## src/rtl/pattern_tx.sv

```systemverilog
// rtl/pattern_tx.sv - serial pattern transmitter, MSB first, repeated frames with idle gaps
module pattern_tx #(
    parameter int                   PAT_WIDTH   = 4,
    parameter logic [PAT_WIDTH-1:0] PATTERN     = 4'b1101,
    parameter int                   GAP_LEN     = 1,
    parameter int                   COUNT_WIDTH = 4
) (
    input  logic                   clk,
    input  logic                   n_rst,
    input  logic                   start,
    input  logic [COUNT_WIDTH-1:0] repeat_cnt,
    output logic                   o,
    output logic                   o_valid,
    output logic                   busy,
    output logic                   done
);

    localparam int IDX_W = $clog2(PAT_WIDTH);
    localparam int GAP_W = (GAP_LEN > 1) ? $clog2(GAP_LEN) : 1;
    localparam logic [IDX_W-1:0]       IDX_TOP  = IDX_W'(PAT_WIDTH - 1);
    localparam logic [GAP_W-1:0]       GAP_TOP  = GAP_W'(GAP_LEN - 1);
    localparam logic [COUNT_WIDTH-1:0] ONE_LEFT = COUNT_WIDTH'(1);

    typedef enum logic [1:0] {
        IDLE = 2'd0,
        SEND = 2'd1,
        GAP  = 2'd2,
        DONE = 2'd3
    } state_t;

    state_t                 state, state_d;
    logic [IDX_W-1:0]       bit_idx, bit_idx_d;
    logic [GAP_W-1:0]       gap_cnt, gap_cnt_d;
    logic [COUNT_WIDTH-1:0] frames_left, frames_left_d;

    always_ff @(posedge clk) begin
        if (!n_rst) begin
            state       <= IDLE;
            bit_idx     <= '0;
            gap_cnt     <= '0;
            frames_left <= '0;
            o           <= 1'b0;
            o_valid     <= 1'b0;
            busy        <= 1'b0;
            done        <= 1'b0;
        end else begin
            state       <= state_d;
            bit_idx     <= bit_idx_d;
            gap_cnt     <= gap_cnt_d;
            frames_left <= frames_left_d;
            // outputs are registered from the next state so they line up with it
            o           <= (state_d == SEND) ? PATTERN[bit_idx_d] : 1'b0;
            o_valid     <= (state_d == SEND);
            busy        <= (state_d == SEND) || (state_d == GAP);
            done        <= (state_d == DONE);
        end
    end

    always_comb begin
        state_d       = state;
        bit_idx_d     = bit_idx;
        gap_cnt_d     = gap_cnt;
        frames_left_d = frames_left;
        case (state)
            IDLE: begin
                if (start) begin
                    if (repeat_cnt != '0) begin
                        state_d       = SEND;
                        frames_left_d = repeat_cnt;
                        bit_idx_d     = IDX_TOP;
                    end else begin
                        state_d = DONE;
                    end
                end
            end
            SEND: begin
                if (bit_idx == '0) begin
                    frames_left_d = frames_left - 1'b1;
                    if (frames_left == ONE_LEFT) begin
                        state_d = DONE;
                    end else if (GAP_LEN == 0) begin
                        bit_idx_d = IDX_TOP;
                    end else begin
                        state_d   = GAP;
                        gap_cnt_d = GAP_TOP;
                    end
                end else begin
                    bit_idx_d = bit_idx - 1'b1;
                end
            end
            GAP: begin
                if (gap_cnt == '0) begin
                    state_d   = SEND;
                    bit_idx_d = IDX_TOP;
                end else begin
                    gap_cnt_d = gap_cnt - 1'b1;
                end
            end
            DONE: state_d = IDLE;
            default: state_d = IDLE;
        endcase
    end

endmodule
```

## config.mk

```make
export PLATFORM = sky130hd
export DESIGN_NAME = pattern_tx
export DESIGN_NICKNAME = d
export VERILOG_FILES = /design/src/rtl/pattern_tx.sv
export SDC_FILE = /design/constraint.sdc
export NUM_CORES = 1
export LEC_CHECK = 0
export CORE_ASPECT_RATIO = 1.5
export CORE_MARGIN = 2
export CORE_UTILIZATION = 30
export DETAILED_ROUTE_END_ITERATION = 12
export GPL_TIMING_DRIVEN = 0
export HOLD_SLACK_MARGIN = 0.06
export PLACE_DENSITY_LB_ADDON = 0.08
export SETUP_SLACK_MARGIN = 0.15
export SYNTH_ARGS = -nofsm -noshare
export SYNTH_HDL_FRONTEND = slang
export SYNTH_SLANG_ARGS = --single-unit
```

## constraint.sdc

```tcl
create_clock -name clk -period 4.1 [get_ports clk]
set_clock_uncertainty 0.15 [all_clocks]
set_input_delay 0.615 -clock clk [delete_from_list [all_inputs] [get_ports clk]]
set_output_delay 0.615 -clock clk [all_outputs]
set_load 0.02 [all_outputs]
```

==> impl_metrics.json <==
{
  "dpl.hpwl_um": 1103,
  "grt_pass1_wl_um": 2525,
  "setup_slack_ns": 1.685,
  "clk_pin_slew_worst_paths_ns": 0.09,
  "maxSlewViolCount": 0,
  "synth.distinct_cells": 32,
  "gp_congestion": 0.6964,
  "synth-warning-count": 0,
  "first_global_vias": 582,
  "cpPeakStageDelay_ns": 0.48,
  "endpoint_kind": "register",
  "power_density_nw_per_um2": 415.2,
  "final_common_cell": "dfxtp_1",
  "grt_overflow": 0,
  "hold_class": "register to register",
  "insertion_delay_ns": 0.29,
  "tightest_slew_ns": 0.4657,
  "die_h_um": 61.69,
  "timing.critical_path.arrival_ns": 2.43,
  "firstDrtPassIters": 4,
  "diodes": 0,
  "core_area_sq_um": 2052,
  "drive_gt1_share_pct": 12.22,
  "busiest_layer": "met2",
  "grt_use_met2_pct": 22.86,
  "ant_nets": 0,
  "ys_seq_elements": 12,
  "antenna_found_initial": 0,
  "pin_count": 11,
  "grtUsageMet3_pct": 2.601,
  "drv_cap": 0,
  "period_share_pct": 58.91,
  "grt_max_degree": 11,
  "setup_viol": 0,
  "die_area_sq_um": 2619,
  "postSynthCellCount": 76,
  "nNetsFinal": 102,
  "ir_drop_mv": 0.1388,
  "final-hold-violation-count": 0,
  "syn_area_sq_um": 665.6,
  "power_w": 0.0003444,
  "initial_core_util_pct": 32.44,
  "root_buffer": "clkbuf_4",
  "grt_usage_pct": 13.41,
  "synthToLayoutAreaGrowth_pct": 24.62,
  "viasPerCell": 5.098,
  "cts_buffers": 3,
  "cp_max_fo": 3,
  "clock-sinks": 12,
  "stdcell_area_sq_um": 829.5,
  "cts_setup_buffers": 0,
  "fillCellCount": 216,
  "clock.fmax_mhz": 414.1,
  "dpl_worst_slack_ns": 1.358,
  "vias": 571,
  "total_leakage_power_nw": 0.3254,
  "cts_hold_buf": 0,
  "seq_area_frac_synth_pct": 36.09,
  "dpl_cell_area_sq_um": 793.3,
  "finalCriticalPeriod_ns": 2.415,
  "fp-row-count": 20,
  "die_w_um": 42.46,
  "cp.required_ns": 4.11,
  "synthesis.nets": 87,
  "ctsResizeCount": 0,
  "portBuffers": 10,
  "slowest_stage": "nor4_1",
  "syn_area_per_cell_sq_um": 8.758,
  "slew_headroom_pct": 68.67,
  "cts_tree": "done",
  "use_met1_pct": 14.69,
  "status": "finished clean",
  "fin_tns_setup_ns": 0,
  "final_cell_mix": "12 x dfxtp_1, 10 x clkdlybuf4s50_1, 7 x inv_1",
  "drcViolationCount": 0,
  "crit_chain": "clkdlybuf4s50_1 -> nor4_1 -> a31oi_1 -> nor2_1 -> inv_1 -> ha_1 -> and2_1 -> o41ai_1 -> a211oi_1",
  "wire_per_inst_um": 13.17,
  "drt-total-wl_um": 1475,
  "cts_buffer_depth": 2,
  "startpoint_type": "primary input",
  "rsz0062_at_grt": "no",
  "h-tree-depth": 1,
  "crit_type": "primary input to register",
  "drt_iter0_drc": 7
}
-- metal layers --
layer  vias to the layer above  share of wire (%)  wire length (um)
met2                        14                 47               694
met3                         5                3.5                51
met5                         -                  0                 0
met4                         0                3.1                46
li1                        298                  -                 -
met1                       254                 46               681
-- cell usage after synthesis --
cell	instances	area share, %
a21boi_2	1	1.7
nand2_1	5	2.8
o221a_2	1	1.7
o311a_1	1	1.5
nor4b_1	1	1.3
o21ai_0	1	0.75
a211oi_1	2	2.3
dfxtp_1	12	36
mux2_2	1	1.7
buf_2	1	0.75
o21ai_1	1	0.75
buf_6	1	1.7
o22ai_1	3	2.8
nor2b_1	5	4.7
a2bb2oi_2	1	2.3
nor2_1	6	3.4
or3_1	2	1.9
o41a_1	1	1.7
nor4_1	1	0.94
inv_1	7	3.9
a21oi_1	5	3.8
nor3b_2	1	1.9
a211o_1	1	1.3
o2bb2ai_1	1	1.3
clkbuf_1	1	0.56
nand2b_1	1	0.94
nor3_1	1	0.75
o41ai_1	1	1.3
ha_1	4	7.5
a31oi_1	1	0.94
or3b_1	1	1.3
and2_1	4	3.8
-- state kept, by name, summed over array words and instances, names as in the netlist --
signal       count
bit_idx          2
busy             1
done             1
frames_left      4
o                1
o_valid          1
state            2
-- cell type report --
cell class / count / area (sq um) / area share [%]
multi-input combinational: 54 / 379.1 / 45.70
sequential: 12 / 240.2 / 28.96
timing repair buffer: 10 / 100.1 / 12.07
clock buffer: 4 / 36.28 / 4.374
tap: 22 / 27.53 / 3.318
inverter: 7 / 26.28 / 3.167
buffer: 3 / 20.02 / 2.413
-- cells by family after synthesis --
group                      count (synthesis)  share of synthesized area [%]
buffers and inverters                     10                          6.954
adders and majority gates                  4                          7.519
and+or+nand+nor                           28                          23.68
AOI/OAI and AO/OA                         21                          24.06
DFF                                       12                          36.09
muxes                                      1                          1.692
-- through the flow --
step           utilization, %  cells  hold WS [ns]
3_3_place_gp            38.66    108        0.3138
3_5_place_dp            38.66    108        0.3114
2_1_floorplan               -     76        0.2880
5_1_grt                 40.43    112        0.3524
6_report                40.43    112        0.3218
4_1_cts                 40.43    112        0.3233
-- final timing paths --
check                  from             end  slack, ns  cells past startpoint
max           repeat_cnt[3]               o       1.68                      9
min          frames_left[3]  frames_left[3]       0.32                      2
max reg2reg        state[0]               o       2.31                      7
min reg2reg  frames_left[3]  frames_left[3]       0.32                      2
-- report_power, final --
| group | internal [W] | switching (W) |
|---|---|---|
| clock network | 0.0000541 | 0.0000471 |
| registers | 0.000132 | 0.0000112 |
| logic | 0.0000488 | 0.0000517 |
-- critical path, delay by kind of cell --
| kind | cells | cell delay, ns |
|---|---|---|
| AND/OR/NAND/NOR | 3 | 0.81 |
| buffers and inverters | 2 | 0.51 |
| AO/OA/AOI/OAI | 3 | 0.31 |
| adder cells (fa/ha/maj) | 1 | 0.19 |
Power figures use the tool's default switching activity.
